==> src/rtl/i2cmb_xfer_sequencer.sv <==
// -----------------------------------------------------------------------------
// i2cmb_xfer_sequencer
//
// Transaction-level front end for the I2CMB Wishbone slave. One request
// (bus, slave address, direction, length) is expanded into the register
// sequence SET_BUS, START, ADDR, N data bytes, STOP. After every command the
// sequencer waits for completion, reads CMDR and decodes DON/NAK/AL/ERR.
// One transaction is in flight at a time; this block is the only wb master.
//
// Parameters
//   NUM_BUSES       number of I2C buses behind the core (req_bus must be below)
//   TIMEOUT_CYCLES  completion wait limit in clk_i cycles, 0 = no limit
//
// Ports
//   clk_i, rst_i            clock, synchronous active-high reset
//   req_*                   request handshake and fields (held until req_ready)
//   wdata_valid/ready/wdata write byte stream; wdata_ready pulses on consume
//   rdata_valid/rdata       read byte stream; one pulse per received byte
//   done/done_status        end-of-transaction pulse: 00 OK, 01 NAK,
//                           10 arbitration lost, 11 error/timeout/bad bus
//   cyc_o stb_o we_o adr_o dat_o dat_i ack_i   Wishbone master port
//   irq_i                   I2CMB interrupt (command complete)
//
// Configuration macro
//   I2CMB_SEQ_POLL_EN  when defined, irq_i is ignored, the core is enabled
//                      with interrupts off and completion is found by
//                      re-reading CMDR until any of bits 7:4 is set.
// -----------------------------------------------------------------------------
module i2cmb_xfer_sequencer #(
  parameter int unsigned NUM_BUSES      = 16,
  parameter int unsigned TIMEOUT_CYCLES = 65535
) (
  input  logic       clk_i,
  input  logic       rst_i,
  input  logic       req_valid,
  output logic       req_ready,
  input  logic [3:0] req_bus,
  input  logic [6:0] req_addr,
  input  logic       req_rnw,
  input  logic [7:0] req_len,
  input  logic       wdata_valid,
  output logic       wdata_ready,
  input  logic [7:0] wdata,
  output logic       rdata_valid,
  output logic [7:0] rdata,
  output logic       done,
  output logic [1:0] done_status,
  output logic       cyc_o,
  output logic       stb_o,
  output logic       we_o,
  output logic [1:0] adr_o,
  output logic [7:0] dat_o,
  input  logic [7:0] dat_i,
  input  logic       ack_i,
  input  logic       irq_i
);

  localparam logic [1:0] ADR_CSR  = 2'd0;
  localparam logic [1:0] ADR_DPR  = 2'd1;
  localparam logic [1:0] ADR_CMDR = 2'd2;

  localparam logic [7:0] CMD_WRITE   = 8'h01;
  localparam logic [7:0] CMD_RD_ACK  = 8'h02;
  localparam logic [7:0] CMD_RD_NAK  = 8'h03;
  localparam logic [7:0] CMD_START   = 8'h04;
  localparam logic [7:0] CMD_STOP    = 8'h05;
  localparam logic [7:0] CMD_SET_BUS = 8'h06;

  localparam logic [1:0] ST_OK  = 2'b00;
  localparam logic [1:0] ST_NAK = 2'b01;
  localparam logic [1:0] ST_AL  = 2'b10;
  localparam logic [1:0] ST_ERR = 2'b11;

`ifdef I2CMB_SEQ_POLL_EN
  localparam logic [7:0] CSR_INIT = 8'h80;
  logic unused_irq;
  assign unused_irq = irq_i;
`else
  localparam logic [7:0] CSR_INIT = 8'hC0;
`endif

  typedef enum logic [3:0] {
    S_EN_CORE, S_IDLE, S_SET_DPR, S_SET_CMD, S_START, S_ADDR_DPR, S_ADDR_CMD,
    S_DATA_W, S_DATA_W_CMD, S_DATA_R, S_RD_DPR, S_STOP, S_WAIT, S_DONE
  } state_t;

  state_t      state_q, state_d, ret_q, ret_d;
  logic [1:0]  status_q, status_d;
  logic [31:0] tmo_q, tmo_d;
  logic [7:0]  cnt_q, cnt_d;
  logic [3:0]  bus_q;
  logic [6:0]  addr_q;
  logic        rnw_q;
  logic        cyc_q, we_q;
  logic [1:0]  adr_q;
  logic [7:0]  dat_q;
  logic        rdv_q, rdv_d;
  logic [7:0]  rdata_q, rdata_d;

  // Per-state wb access request; the shared logic below launches it when
  // the bus is idle and drops the strobes on ack.
  logic        acc_go, acc_we, acc_abort, acked, ld_req;
  logic [1:0]  acc_adr;
  logic [7:0]  acc_dat;

  always_comb begin
    state_d     = state_q;
    ret_d       = ret_q;
    status_d    = status_q;
    cnt_d       = cnt_q;
    tmo_d       = '0;
    rdv_d       = 1'b0;
    rdata_d     = rdata_q;
    acc_go      = 1'b0;
    acc_we      = 1'b1;
    acc_adr     = ADR_CMDR;
    acc_dat     = 8'h00;
    acc_abort   = 1'b0;
    ld_req      = 1'b0;
    wdata_ready = 1'b0;
    acked       = cyc_q & ack_i;

    case (state_q)
      S_EN_CORE: begin
        acc_go  = 1'b1;
        acc_adr = ADR_CSR;
        acc_dat = CSR_INIT;
        if (acked) state_d = S_IDLE;
      end
      S_IDLE: begin
        if (req_valid) begin
          ld_req = 1'b1;
          if (32'(req_bus) >= NUM_BUSES) begin
            status_d = ST_ERR;
            state_d  = S_DONE;
          end else begin
            status_d = ST_OK;
            state_d  = S_SET_DPR;
          end
        end
      end
      S_SET_DPR: begin
        acc_go  = 1'b1;
        acc_adr = ADR_DPR;
        acc_dat = {4'h0, bus_q};
        if (acked) state_d = S_SET_CMD;
      end
      S_SET_CMD: begin
        acc_go  = 1'b1;
        acc_dat = CMD_SET_BUS;
        if (acked) begin state_d = S_WAIT; ret_d = S_START; end
      end
      S_START: begin
        acc_go  = 1'b1;
        acc_dat = CMD_START;
        if (acked) begin state_d = S_WAIT; ret_d = S_ADDR_DPR; end
      end
      S_ADDR_DPR: begin
        acc_go  = 1'b1;
        acc_adr = ADR_DPR;
        acc_dat = {addr_q, rnw_q};
        if (acked) state_d = S_ADDR_CMD;
      end
      S_ADDR_CMD: begin
        acc_go  = 1'b1;
        acc_dat = CMD_WRITE;
        if (acked) begin
          state_d = S_WAIT;
          ret_d   = (cnt_q == 8'd0) ? S_STOP : (rnw_q ? S_DATA_R : S_DATA_W);
        end
      end
      S_DATA_W: begin
        // Bus stays idle until a byte is offered; the byte is consumed in
        // the same cycle its DPR write is launched.
        acc_go      = wdata_valid;
        acc_adr     = ADR_DPR;
        acc_dat     = wdata;
        wdata_ready = ~cyc_q & wdata_valid;
        if (acked) state_d = S_DATA_W_CMD;
      end
      S_DATA_W_CMD: begin
        acc_go  = 1'b1;
        acc_dat = CMD_WRITE;
        if (acked) begin
          state_d = S_WAIT;
          cnt_d   = cnt_q - 8'd1;
          ret_d   = (cnt_q == 8'd1) ? S_STOP : S_DATA_W;
        end
      end
      S_DATA_R: begin
        // The last byte is NAKed so the slave releases SDA before STOP.
        acc_go  = 1'b1;
        acc_dat = (cnt_q == 8'd1) ? CMD_RD_NAK : CMD_RD_ACK;
        if (acked) begin state_d = S_WAIT; ret_d = S_RD_DPR; end
      end
      S_RD_DPR: begin
        acc_go  = 1'b1;
        acc_we  = 1'b0;
        acc_adr = ADR_DPR;
        if (acked) begin
          rdata_d = dat_i;
          rdv_d   = 1'b1;
          cnt_d   = cnt_q - 8'd1;
          state_d = (cnt_q == 8'd1) ? S_STOP : S_DATA_R;
        end
      end
      S_STOP: begin
        acc_go  = 1'b1;
        acc_dat = CMD_STOP;
        if (acked) begin state_d = S_WAIT; ret_d = S_DONE; end
      end
      S_WAIT: begin
        acc_we  = 1'b0;
        acc_adr = ADR_CMDR;
`ifdef I2CMB_SEQ_POLL_EN
        acc_go  = 1'b1;
`else
        acc_go  = irq_i;
`endif
        tmo_d   = tmo_q + 32'd1;
        if (acked && dat_i[4]) begin
          status_d = ST_ERR;
          state_d  = S_DONE;
        end else if (acked && dat_i[5]) begin
          status_d = ST_AL;
          state_d  = S_DONE;
        end else if (acked && dat_i[6]) begin
          // A NAK reported for STOP itself does not override the result.
          if (ret_q == S_DONE) begin
            state_d = S_DONE;
          end else begin
            status_d = ST_NAK;
            state_d  = S_STOP;
          end
        end else if (acked && dat_i[7]) begin
          state_d = ret_q;
        end else if (TIMEOUT_CYCLES != 0 && tmo_q >= TIMEOUT_CYCLES - 1) begin
          status_d  = ST_ERR;
          state_d   = S_DONE;
          acc_abort = 1'b1;
        end
      end
      S_DONE: state_d = S_IDLE;
      default: state_d = S_EN_CORE;
    endcase
  end

  always_ff @(posedge clk_i) begin
    if (rst_i) begin
      state_q  <= S_EN_CORE;
      ret_q    <= S_IDLE;
      status_q <= ST_OK;
      tmo_q    <= '0;
      cyc_q    <= 1'b0;
      we_q     <= 1'b0;
      adr_q    <= 2'd0;
      dat_q    <= 8'h00;
      rdv_q    <= 1'b0;
      rdata_q  <= 8'h00;
    end else begin
      state_q  <= state_d;
      ret_q    <= ret_d;
      status_q <= status_d;
      tmo_q    <= tmo_d;
      rdv_q    <= rdv_d;
      rdata_q  <= rdata_d;
      if (acked || acc_abort) begin
        cyc_q <= 1'b0;
        we_q  <= 1'b0;
        adr_q <= 2'd0;
        dat_q <= 8'h00;
      end else if (!cyc_q && acc_go) begin
        cyc_q <= 1'b1;
        we_q  <= acc_we;
        adr_q <= acc_adr;
        dat_q <= acc_we ? acc_dat : 8'h00;
      end
    end
  end

  always_ff @(posedge clk_i) begin
    if (ld_req) begin
      bus_q  <= req_bus;
      addr_q <= req_addr;
      rnw_q  <= req_rnw;
      cnt_q  <= req_len;
    end else begin
      cnt_q  <= cnt_d;
    end
  end

  assign req_ready   = (state_q == S_IDLE);
  assign done        = (state_q == S_DONE);
  assign done_status = done ? status_q : 2'b00;
  assign rdata_valid = rdv_q;
  assign rdata       = rdata_q;
  assign cyc_o       = cyc_q;
  assign stb_o       = cyc_q;
  assign we_o        = we_q;
  assign adr_o       = adr_q;
  assign dat_o       = dat_q;

endmodule

==> config.mk <==
export PLATFORM = sky130hd
export DESIGN_NAME = i2cmb_xfer_sequencer
export DESIGN_NICKNAME = d
export VERILOG_FILES = /design/src/rtl/i2cmb_xfer_sequencer.sv
export SDC_FILE = /design/constraint.sdc
export NUM_CORES = 1
export LEC_CHECK = 0
export BUFFER_PORTS_ARGS = -buffer_cell sky130_fd_sc_hd__buf_2
export CAP_MARGIN = 5
export CORE_ASPECT_RATIO = 0.5
export CORE_UTILIZATION = 38
export CTS_CLUSTER_DIAMETER = 200
export DETAILED_ROUTE_END_ITERATION = 8
export PLACE_DENSITY_LB_ADDON = 0.1
export SYNTH_ARGS = -nofsm -noshare
export SYNTH_HDL_FRONTEND = slang
export SYNTH_SLANG_ARGS = --single-unit
==> constraint.sdc <==
create_clock -name clk_i -period 1.65 [get_ports clk_i]
set_input_delay 0.165 -clock clk_i [delete_from_list [all_inputs] [get_ports clk_i]]
set_output_delay 0.165 -clock clk_i [all_outputs]
set_load 0.005 [all_outputs]
=== Word level (Yosys, flattened, before mapping) ===
Index checks and enable logic that the tools add are counted.

* $add $sub $neg: 2
* Magnitude comparators: 1
* Eq/ne operators: 32
* Mux-type cells: 53
* Bitwise gates (word level): 5
* Reductions and logical operators: 27

{| class="wikitable"
|+ Operator list
! kind !! count
|-
| $mux 4 || 21
|-
| $pmux 8 s9 || 1
|-
| $pmux 4 s9 || 1
|-
| $add 32x1->32 const B || 1
|-
| $ge 32x16->1 const B || 1
|-
| $mux 8 || 4
|-
| $eq 4x4->1 const B || 7
|-
| $ne 2x2->1 const B || 12
|-
| $pmux 4 s6 || 1
|-
| $mux 2 || 9
|-
| $eq 4x3->1 const B || 4
|-
| $ne 5x5->1 const B || 3
|-
| $mux 1 || 12
|-
| $reduce_or 2->1 || 6
|-
| $reduce_or 10->1 || 1
|-
| $eq 4x2->1 const B || 2
|-
| $eq 8x1->1 const B || 1
|-
| $logic_not 8->1 || 1
|-
| $pmux 2 s2 || 2
|-
| $reduce_and 8->1 || 1
|-
| $sub 8x1->8 const B || 1
|-
| $reduce_and 7->1 || 1
|-
| $ne 6x6->1 const B || 1
|-
| $reduce_bool 2->1 || 3
|-
| 15 further kinds || 23
|}

* Register bits: 83
* Input port bits: 42
* Output and inout bits: 27
* Word-level logic and storage cells: 134

=== Depth between registers and ports, before layout ===
Gate-level depths: netlist of run 1.

* Depth in word-level cells: 9
* Depth in mapped cells: 8
* Mapped depth without buffers: 7

=== Worst setup path before layout of run 1 ===
Ideal clock, no wire load.

* Path type: reg-to-reg
* Start point: register state_q[2]
* End point: register cnt_q[0] (enable)
* Setup time: 387 ps
* Arrival: 1450 ps
* Data required time: 1263 ps
* Slack: -187 ps
* Stages on the path, launching flop included: 4
* Buffers on the path: 2
* Clock period less this slack: 1837 ps
* Cells stage by stage: dfxtp_1 -> buf_4 -> clkbuf_1 -> o31ai_1

* Word-level cells in the longest chain between the ends: 4
* Elaborated cells on any way between the ends: 8
* Classes of those cells: eq/ne: 3; mux: 1; reduce/logical: 4

{| class="wikitable"
|+ RTL lines
! what !! RTL line !! RTL
|-
| start, declared || 87 || <nowiki>state_t state_q, state_d, ret_q, ret_d;</nowiki>
|-
| start signal, assigned || 261 || <nowiki>state_q <= state_d;</nowiki>
|-
| $eq 4x1->1 / $eq 4x4->1 (equally long branches) || 123 || <nowiki>case (state_q)</nowiki>
|-
| $mux 1 / $reduce_or 2->1 (equally long branches) || n/a ||
|-
| $reduce_bool 2->1 (no source line) || n/a ||
|-
| $reduce_and 2->1 (no source line) * || n/a ||
|-
| end signal, assigned || 286 || <nowiki>cnt_q <= req_len;</nowiki>
|-
| end signal, assigned || 288 || <nowiki>cnt_q <= cnt_d;</nowiki>
|-
| end, declared || 90 || <nowiki>logic [7:0] cnt_q, cnt_d;</nowiki>
|}

Mark *: on every way between the ends. The rest lies on a longest branch, timed or not.
A chain may end at the register's enable or synchronous reset.

=== Worst setup path after layout of run 1 ===
* Start point: register tmo_q[13]
* End point: register dat_q[0] (netlist: dat_o[0])

* Word-level cells in the longest chain between the ends: 9

{| class="wikitable"
|+ RTL lines
! what !! RTL line !! RTL
|-
| start, declared || 89 || <nowiki>logic [31:0] tmo_q, tmo_d;</nowiki>
|-
| start signal, assigned || 264 || <nowiki>tmo_q <= tmo_d;</nowiki>
|-
| $ge 32x16->1 || 237 || <nowiki>end else if (TIMEOUT_CYCLES != 0 && tmo_q >= TIMEOUT_CYCLES - 1) begin</nowiki>
|-
| $mux 1 || 237 ||
|-
| $mux 1 || 235 || <nowiki>end else if (acked && dat_i[7]) begin</nowiki>
|-
| $mux 1 || 227 || <nowiki>end else if (acked && dat_i[6]) begin</nowiki>
|-
| $mux 1 || 224 || <nowiki>end else if (acked && dat_i[5]) begin</nowiki>
|-
| $mux 1 || 221 || <nowiki>if (acked && dat_i[4]) begin</nowiki>
|-
| $mux 1 || 123 ||
|-
| $logic_or 1x1->1 || 267 || <nowiki>if (acked || acc_abort) begin</nowiki>
|-
| $reduce_or 2->1 (no source line) || n/a ||
|-
| end signal, assigned || 276 || <nowiki>dat_q <= acc_we ? acc_dat : 8'h00;</nowiki>
|-
| end, declared || 96 || <nowiki>logic [7:0] dat_q;</nowiki>
|}

Every way passes these cells.

==> tab_implementation.tex, run 1 <==
\begin{tabular}{lr}
\hline
Metric & Value \\
\hline
\multicolumn{2}{l}{\textbf{Layout}} \\
\quad Number of filler cells placed in the layout & 967 \\
\quad Layout Area Growth over Synthesis & 44.2\% \\
\quad Final Cell Area & between 6000 and 7000 um2 \\
\quad Antenna fix cells & 0 \\
\quad Sequential Area & 1880 um2 \\
\quad Post-route core utilization & 0.578 \\
\quad Fraction of layout instances using a drive strength above 1 & 0.396 \\
\quad Multi-input gate area & 2440 um2 \\
\quad Number of nets in the final layout & 662 \\
\multicolumn{2}{l}{\textbf{Critical path}} \\
\quad Worst-case register-to-register setup slack & -120 ps \\
\quad Crit path capture type & register \\
\quad CP Data Required Time & 1860 ps \\
\quad Data arrival time of the critical path & 1980 ps \\
\quad Levels on crit path & 8 \\
\quad Length in cells of the worst reg-to-reg path & 8 \\
\quad Category of the most critical setup path & reg -> reg \\
\quad Cell class contributing the biggest share of worst-path delay & simple AND/OR/NAND/NOR gates \\
\quad CP Launch Type & register \\
\quad Bufs and invs on worst path & 3 \\
\quad Top cell by count, worst path & buf\_4 \\
\quad Slowest cell on the critical path & nor4\_4 \\
\quad CP cell instances & nand4\_1 > nor4\_4 > buf\_4 > nor2\_2 > o211ai\_1 > buf\_4 > buf\_6 > a21oi\_1 \\
\quad Worst-path fanout max & 6 \\
\quad Worst stage delay on the critical path & $\sim$400 ps \\
\quad Reg2Reg Launch Point & tmo\_q[13] \\
\quad Worst setup path start & tmo\_q[13] \\
\multicolumn{2}{l}{\textbf{Power and ir drop}} \\
\quad Fraction of power consumed by combinational cells & 0.338 \\
\quad Part of the power in the clock network & 0.297 \\
\quad Relative contribution of sequential cells to total power & 0.366 \\
\quad VDD IR-drop max & about 0.53 mV \\
\quad Sw frac & 0.317 \\
\quad Net Switching & 2120 uW \\
\quad Power per Cell Area & $\sim$1100 nW/um2 \\
\quad Leakage Power & 0.00243 uW \\
\quad Internal power contribution & around 4600 uW \\
\multicolumn{2}{l}{\textbf{Die}} \\
\quad Placeable core region & 10500 um2 \\
\quad Initial core utilization & 0.401 \\
\quad Number of top-level pins & 69 \\
\quad \# rows & 26 \\
\quad Y dimension of the die & 76.4 um \\
\quad Area of the die & 11500 um2 \\
\quad Horizontal die dimension & 151 um \\
\multicolumn{2}{l}{\textbf{Detailed routing}} \\
\quad Count of TritonRoute iterations in the first routing pass & 4 \\
\quad Number of antenna-violating nets in the routed design & 0 \\
\quad Detailed Route Iter0 Violations & 190 \\
\quad Mean routed wirelength per cell & 14.4 um \\
\quad Drt total wl & 11000 um \\
\quad Total DRC errors in the routed layout & 0 \\
\quad Via total after detailed routing & 3910 \\
\quad Number of vias per cell after detailed routing & 5.14 \\
\multicolumn{2}{l}{\textbf{Yosys}} \\
\quad Basic-gate share of the synthesized area counting and, or, nand and nor cells & 0.269 \\
\quad Largest cells by area after synthesis & dfxtp\_1, edfxtp\_1, nor2\_1, mux2i\_1, xnor2\_1 \\
\quad Sequential-to-total area share from yosys stat & 0.443 \\
\quad Netlist Area Pre-Place & 4200 um2 \\
\quad Async S/R FF share, synth & 0 \\
\quad Dominant cell type by area after synthesis & dfxtp\_1 \\
\quad Total nets after synthesis & approximately 500 \\
\quad Compound-Gate Fraction of Synth Area & 0.114 \\
\quad Synth unique cells & 63 \\
\quad Top FF cell, synth & dfxtp\_1 \\
\quad Flip-flop and latch count after synthesis & 83 \\
\quad Number of instances in the synthesized netlist & 455 \\
\quad Largest family of logic cells by synthesized area & simple AND/OR/NAND/NOR gates \\
\quad Synthesis Warnings & 0 \\
\quad Post-synth EDFFs & 20 \\
\quad Avg Synthesized Cell Area & 9.24 um2 \\
\quad Post-synth top area share & 0.300 \\
\quad Multiplexer share of the synthesized area & 0.0557 \\
\quad Area share of xor/xnor cells in the synthesized design & 0.0729 \\
\quad Adder and majority cell fraction of the synthesized area & 0.0119 \\
\multicolumn{2}{l}{\textbf{Placement}} \\
\quad DP Wirelength & around 8000 um \\
\quad Final weighted congestion in routability-driven placement & 0.821 \\
\quad Cell area after placement & 5330 um2 \\
\quad Number of buffers added on ports & 68 \\
\quad Setup slack after placement & -234 ps \\
\multicolumn{2}{l}{\textbf{Outcome}} \\
\quad Violations in the final reports & setup timing \\
\quad Result of the run & finished with violations \\
\multicolumn{2}{l}{\textbf{STA}} \\
\quad Min cycle time layout & 1770 ps \\
\quad Slew at the pin closest to its max-slew limit & 507 ps \\
\quad Min setup slack post-route & -117 ps \\
\quad Worst max-slew margin expressed relative to the limit & 0.662 \\
\quad Setup violation total in the final timing report & 18 \\
\quad Final Slew Violations & 0 \\
\quad Period utilisation layout & 1.07 \\
\quad Maximum clock frequency & 566 MHz \\
\quad Setup repair after global routing missed its margin & yes \\
\quad Hold Vio Cnt, Final & 0 \\
\quad Worst slack on hold paths & 14.6 ps \\
\quad Clock skew & around 5.2 ps \\
\multicolumn{2}{l}{\textbf{Global routing}} \\
\quad Global router's overall resource usage & 0.198 \\
\quad GRT overflow & 0 \\
\quad Via count of the first global-routing pass & 3671 \\
\quad Global-route wire length before repair & 17700 um \\
\quad Antenna violations before repair & 0 \\
\quad Maximum number of pins on one net before global-route repair & 33 \\
\multicolumn{2}{l}{\textbf{Clock tree}} \\
\quad Clock Tree Root & clkbuf\_16 \\
\quad Number of buffers created by CTS & 9 \\
\quad Clock tree buffer depth & 2 \\
\quad Clock sink total & 83 \\
\quad Clock latency on the worst-skew pair & 330 ps \\
\quad CTS tree & done \\
\quad Clock H-tree levels & 3 \\
\quad Clock edge transition at the registers on the reported setup and hold paths & 60 ps \\
\multicolumn{2}{l}{\textbf{Hold path}} \\
\quad Type of the most critical hold path & in -> reg \\
\quad Number of cells on the worst hold path & 1 \\
\quad Start point of the worst hold path & req\_addr[2] \\
\multicolumn{2}{l}{\textbf{Run}} \\
\quad Max Cap Viol & 0 \\
\hline
\end{tabular}
## power groups by stage
stage                     registers, uW  logic (uW)  clock network (uW)
final                              2450        2260                1990
after global routing               2470        2490                2130
after CTS                          2440        2090                2030
after detailed placement           2470        1970                   0
after global placement             2470        1960                   0
after floorplan                    2460        1140                   0
## cell usage after synthesis (9+ instances only)
| cell | instances |
|---|---|
| nand4_1 | 9 |
| dfxtp_1 | 63 |
| o21ai_0 | 15 |
| edfxtp_1 | 20 |
| nand3_1 | 22 |
| inv_1 | 12 |
| nor3_1 | 11 |
| nor2_1 | 69 |
| xor2_1 | 15 |
| nor4_1 | 10 |
| mux2i_1 | 20 |
| xnor2_1 | 20 |
| a21oi_1 | 19 |
| nand2_1 | 28 |
## cells by family (layout without fill, tap and decap cells)
group           Yosys count  after routing
fa+ha+maj                 4              4
simple gates            205            205
flops                    83             83
mux                      23             23
buf+inv                  32            198
compound gates           73             73
xor+xnor                 35             35
## metal layers
metal | global-route usage | wire length, um | up-vias
met5 | 0 | 0 | -
li1 | - | - | 1971
met2 | 0.320 | 4990 | 78
met1 | 0.261 | 5480 | 1852
met3 | 0.0539 | 432 | 9
met4 | 0.0470 | 82 | 0
## stage by stage
step | TNS [ps] | instances | power [uW]
after global placement | -2100 | 726 | 4430
after floorplan | 0 | 455 | 3610
after global routing | -3460 | 761 | 7100
after detailed placement | -2410 | 726 | 4440
final | -1500 | 761 | 6700
after CTS | -1610 | 751 | 6560
## layout by cell type, fill, tap and decap left out, types with 4 or more instances in the layout
master	Yosys	routed
nor4_2	2	5
edfxtp_1	20	20
dfxtp_2	0	14
nor3_4	2	4
nor3_1	11	7
nor2b_1	6	4
buf_6	0	7
o21ai_0	15	12
a21oi_1	19	17
buf_4	3	81
a31oi_1	6	6
nor4_4	1	4
xnor2_1	20	20
nor2_1	69	64
nand4_1	9	9
clkbuf_16	0	9
xor2_1	15	15
nor2_2	0	5
buf_12	0	5
nand3_1	22	21
ha_1	4	4
nand2b_1	8	7
buf_2	8	68
dfxtp_1	63	48
inv_1	12	12
mux2i_1	20	20
dlygate4sd3_1	0	9
and3_1	8	6
nor4_1	10	4
nand2_1	28	26
## area by class of cell
type	instances	share of cell area
Clock buffer	9	0.0372
Multi-Input combinational cell	340	0.404
Inverter	12	0.00743
Clock inverter	7	0.0112
Sequential cell	83	0.311
Timing Repair Buffer	170	0.201
Tap cell	140	0.0289
## state kept, by name, indices dropped and copies added, names as in the netlist, 2 cells and up
name / flops
addr_q: 7
adr_o: 2
bus_q: 4
cnt_q: 8
dat_o: 8
rdata: 8
ret_q: 4
state_q: 4
status_q: 2
tmo_q: 32
## repair_timing
action	CTS	global route
gates cloned	0	0
pin swaps	10	8
buffers inserted	6	4
resized for setup	31	45
endpoints found under the hold margin	3	6
hold buffers	3	6
endpoints found under the setup margin	31	47
## path summary, 6_finish.rpt
kind	end
worst max-delay path	dat_o[0]
worst min-delay path	addr_q[2]
worst max register to register	dat_o[0]
worst min register to register	dat_o[0]
## worst register-to-register path, cell delays in order (launching register included)
cell and delay (ps):
dfxtp_1 320, nand4_1 180, nor4_4 400, buf_4 180
nor2_2 40, o211ai_1 150, buf_4 190, buf_6 140
a21oi_1 40
Note: power is estimated with default switching activity, not from simulation.
==> inputs of run 2 (changes only) <==
--- a/config.mk
+++ b/config.mk
@@ -5,9 +5,11 @@
 export SDC_FILE = /design/constraint.sdc
 export NUM_CORES = 1
 export LEC_CHECK = 0
+export ABC_AREA = 1
 export BUFFER_PORTS_ARGS = -buffer_cell sky130_fd_sc_hd__buf_2
 export CAP_MARGIN = 5
 export CORE_ASPECT_RATIO = 0.5
+export CORE_MARGIN = 10
 export CORE_UTILIZATION = 38
 export CTS_CLUSTER_DIAMETER = 200
 export DETAILED_ROUTE_END_ITERATION = 8
==> constraint.sdc (replaced) <==
create_clock -name clk_i -period 1.65 [get_ports clk_i]
set_input_delay 0.165 -clock clk_i [delete_from_list [all_inputs] [get_ports clk_i]]
set_output_delay 0.165 -clock clk_i [all_outputs]
set_load 0.05 [all_outputs]
==> tab_implementation.tex, run 2 <==
\begin{tabular}{lr}
\hline
Metric & Value \\
\hline
\multicolumn{2}{l}{\textbf{Yosys}} \\
\quad Commonest cells post-synth & nand2\_1, nor2\_1, inv\_1 \\
\quad Flip-flop and latch count after synthesis & 83 \\
\quad Synth unique cells & 36 \\
\quad Total nets after synthesis & 658 \\
\quad Cell with the most instances after synthesis & nand2\_1 \\
\quad Post-synth top area share & 0.291 \\
\quad Number of instances in the synthesized netlist & 612 \\
\quad Avg Synthesized Cell Area & 7.07 um2 \\
\quad Largest cells by area after synthesis & dfxtp\_1, edfxtp\_1, nand2\_1, nor2\_1, inv\_1 \\
\quad Top FF cell, synth & dfxtp\_1 \\
\quad Dominant cell type by area after synthesis & dfxtp\_1 \\
\quad Sequential-to-total area share from yosys stat & 0.430 \\
\quad Synthesis Warnings & 0 \\
\quad Netlist Area Pre-Place & 4330 um2 \\
\quad Async S/R FF share, synth & 0 \\
\quad Post-synth EDFFs & 20 \\
\multicolumn{2}{l}{\textbf{Layout}} \\
\quad Antenna fix cells & 0 \\
\quad Commonest cells after routing, fill and taps aside & nand2\_1, nor2\_1, buf\_2, inv\_1, dfxtp\_1 \\
\quad Number of filler cells placed in the layout & around 1100 \\
\quad Layout Area Growth over Synthesis & 36.5\% \\
\quad Max reg flops & 32 \\
\quad Register ranked first by flip-flop count & tmo\_q \\
\quad Fraction of layout instances using a drive strength above 1 & 0.314 \\
\quad Most common library cell in the layout ignoring fill and taps & nand2\_1 \\
\quad Number of nets in the final layout & 780 \\
\multicolumn{2}{l}{\textbf{Critical path}} \\
\quad Worst-case register-to-register setup slack & 60 ps \\
\quad Crit path capture type & output port \\
\quad CP Launch Type & register \\
\quad Worst flop-to-flop path endpoint & tmo\_q[30] \\
\quad Worst-path fanout max & 6 \\
\quad Reg2Reg Launch Point & tmo\_q[0] \\
\quad Category of the most critical setup path & reg -> out \\
\quad Length in cells of the worst reg-to-reg path & 12 \\
\quad CP Data Required Time & 1480 ps \\
\quad Data arrival time of the critical path & 1430 ps \\
\multicolumn{2}{l}{\textbf{Clock tree}} \\
\quad Clock edge transition at the registers on the reported setup and hold paths & about 60 ps \\
\quad Clock latency on the worst-skew pair & 340 ps \\
\quad Number of buffers created by CTS & 9 \\
\quad CTS tree & done \\
\quad Clock sink total & 83 \\
\quad Clock H-tree levels & 3 \\
\quad Clock Tree Root & clkbuf\_16 \\
\quad Clock tree buffer depth & 2 \\
\multicolumn{2}{l}{\textbf{Detailed routing}} \\
\quad Total DRC errors in the routed layout & 0 \\
\quad Count of TritonRoute iterations in the first routing pass & 5 \\
\quad Drt total wl & roughly 12000 um \\
\quad Detailed Route Iter0 Violations & roughly 300 \\
\quad Number of vias per cell after detailed routing & 4.65 \\
\quad Number of antenna-violating nets in the routed design & 0 \\
\quad Mean routed wirelength per cell & 13.2 um \\
\quad Via total after detailed routing & 4108 \\
\multicolumn{2}{l}{\textbf{STA}} \\
\quad Worst slack on hold paths & 18.0 ps \\
\quad Final TNS setup & 0 ps \\
\quad Setup violation total in the final timing report & 0 \\
\quad Slew at the pin closest to its max-slew limit & between 200 and 300 ps \\
\quad Worst max-slew margin expressed relative to the limit & 0.804 \\
\quad Min cycle time layout & 1590 ps \\
\quad Clock skew & 9.30 ps \\
\quad Setup repair after global routing missed its margin & yes \\
\quad Maximum clock frequency & 628 MHz \\
\quad Min setup slack post-route & roughly 57 ps \\
\quad Period utilisation layout & 0.966 \\
\quad Hold Vio Cnt, Final & 0 \\
\quad Final Slew Violations & 0 \\
\multicolumn{2}{l}{\textbf{Global routing}} \\
\quad Maximum number of pins on one net before global-route repair & 23 \\
\quad Global-route wire length before repair & 19300 um \\
\quad GRT overflow & 0 \\
\quad Via count of the first global-routing pass & 4007 \\
\quad Global router's overall resource usage & 0.147 \\
\quad Antenna violations before repair & 0 \\
\multicolumn{2}{l}{\textbf{Run}} \\
\quad Max Cap Viol & 0 \\
\multicolumn{2}{l}{\textbf{Outcome}} \\
\quad Result of the run & completed \\
\multicolumn{2}{l}{\textbf{Die}} \\
\quad Horizontal die dimension & between 150 and 200 um \\
\quad Area of the die & 16300 um2 \\
\quad Y dimension of the die & between 90 and 100 um \\
\quad Number of top-level pins & 69 \\
\quad Initial core utilization & 0.392 \\
\quad \# rows & 27 \\
\quad Placeable core region & around 11000 um2 \\
\multicolumn{2}{l}{\textbf{Power and ir drop}} \\
\quad Sw frac & 0.284 \\
\quad Internal power contribution & about 3900 uW \\
\quad VDD IR-drop max & 0.595 mV \\
\quad Power per Cell Area & between 900 and 1000 nW/um2 \\
\quad Power Total & 5390 uW \\
\quad Net Switching & 1530 uW \\
\quad Part of the power in the clock network & 0.395 \\
\quad Leakage Power & 0.00240 uW \\
\quad Fraction of power consumed by combinational cells & 0.187 \\
\quad Relative contribution of sequential cells to total power & 0.418 \\
\multicolumn{2}{l}{\textbf{Hold path}} \\
\quad End point of the worst hold path & addr\_q[5] \\
\quad Start point of the worst hold path & req\_addr[5] \\
\quad Type of the most critical hold path & in -> reg \\
\quad Number of cells on the worst hold path & 1 \\
\multicolumn{2}{l}{\textbf{Placement}} \\
\quad Final weighted congestion in routability-driven placement & 0.917 \\
\quad Setup slack after placement & 3.37 ps \\
\quad Number of buffers added on ports & a little under 70 \\
\quad DP Wirelength & 8780 um \\
\hline
\end{tabular}
-- run 2: changes by cell type after synthesis, sizes merged, moves of 7 or more --
cell / before / now
xnor2: 20 / 3
o21ai: 17 / 29
inv: 12 / 72
nor2: 69 / 125
nand3: 22 / 44
and4: 7 / 0
mux2i: 20 / 0
nand2: 29 / 158
xor2: 15 / 8
a21oi: 19 / 39
nor4: 13 / 0
nand2b: 8 / 0
and3: 8 / 0
nand4: 11 / 4
-- run 2: worst max path at each step --
stage,startpoint,endpoint,depth (start not counted)
2_1_floorplan,state_q[1],cnt_q[2],7
3_3_place_gp,tmo_q[0],state_q[2],12
3_5_place_dp,tmo_q[0],state_q[3],12
4_1_cts,tmo_q[0],status_q[0],13
5_1_grt,tmo_q[0],tmo_q[30],12
6_report,state_q[0],wdata_ready,6
-- run 2: final cells by class --
class,instances,area [um2],share of cell area
inverter,73,283,0.0479
sequential,83,1890,0.320
clock buffer,10,229,0.0387
tap,145,181,0.0307
multi-input combinational,445,2400,0.406
timing repair buffer,122,845,0.143
clock inverter,6,81.3,0.0138
-- run 2: worst max-delay path, cell delays in order (launching register included) --
cell     delay [ps]
dfxtp_4         390
nand2_1         100
inv_2            90
nand2_2          70
buf_4           150
nor3_4          110
buf_6           180
-- run 2: power groups by stage --
stage / combinational, uW / clock [uW] / sequential, uW
final: 1010 / 2130 / 2250
after global routing: 1110 / 2280 / 2260
after CTS: 935 / 2190 / 2240
after detailed placement: 910 / 0 / 2290
after global placement: 910 / 0 / 2290
after floorplan: 511 / 0 / 2420
-- run 2: logic make-up after synthesis --
kind of cell | share of synthesized area
flops | 0.430
fa+ha+maj | 0.0116
xor+xnor | 0.0223
simple gates | 0.352
buf+inv | 0.0830
compound gates | 0.101
-- run 2: per-layer routing --
| metal | share of wire | global-route usage | vias up |
|---|---|---|---|
| met5 | 0 | 0 | - |
| met4 | 0.0073 | 0.0453 | 0 |
| met3 | 0.056 | 0.0445 | 6 |
| met2 | 0.46 | 0.238 | 82 |
| met1 | 0.48 | 0.185 | 1816 |
| li1 | - | - | 2204 |
-- run 2: metrics by stage --
stage | cell area, um2 | utilization | instances
2_1_floorplan | 4380 | - | 612
3_3_place_gp | 5140 | 0.465 | 853
3_5_place_dp | 5140 | 0.465 | 853
4_1_cts | 5580 | 0.505 | 881
5_1_grt | 5910 | 0.535 | 884
6_report | 5910 | 0.535 | 884
-- run 2: what timing repair did --
| action | in CTS | in global routing |
|---|---|---|
| hold endpoints to repair | 10 | 1 |
| buffers inserted | 2 | 1 |
| endpoints found under the setup margin | 7 | 52 |
| gates resized for setup | 8 | 91 |
| cloned | 0 | 1 |
| hold buffers | 10 | 1 |
| pin swaps | 1 | 19 |
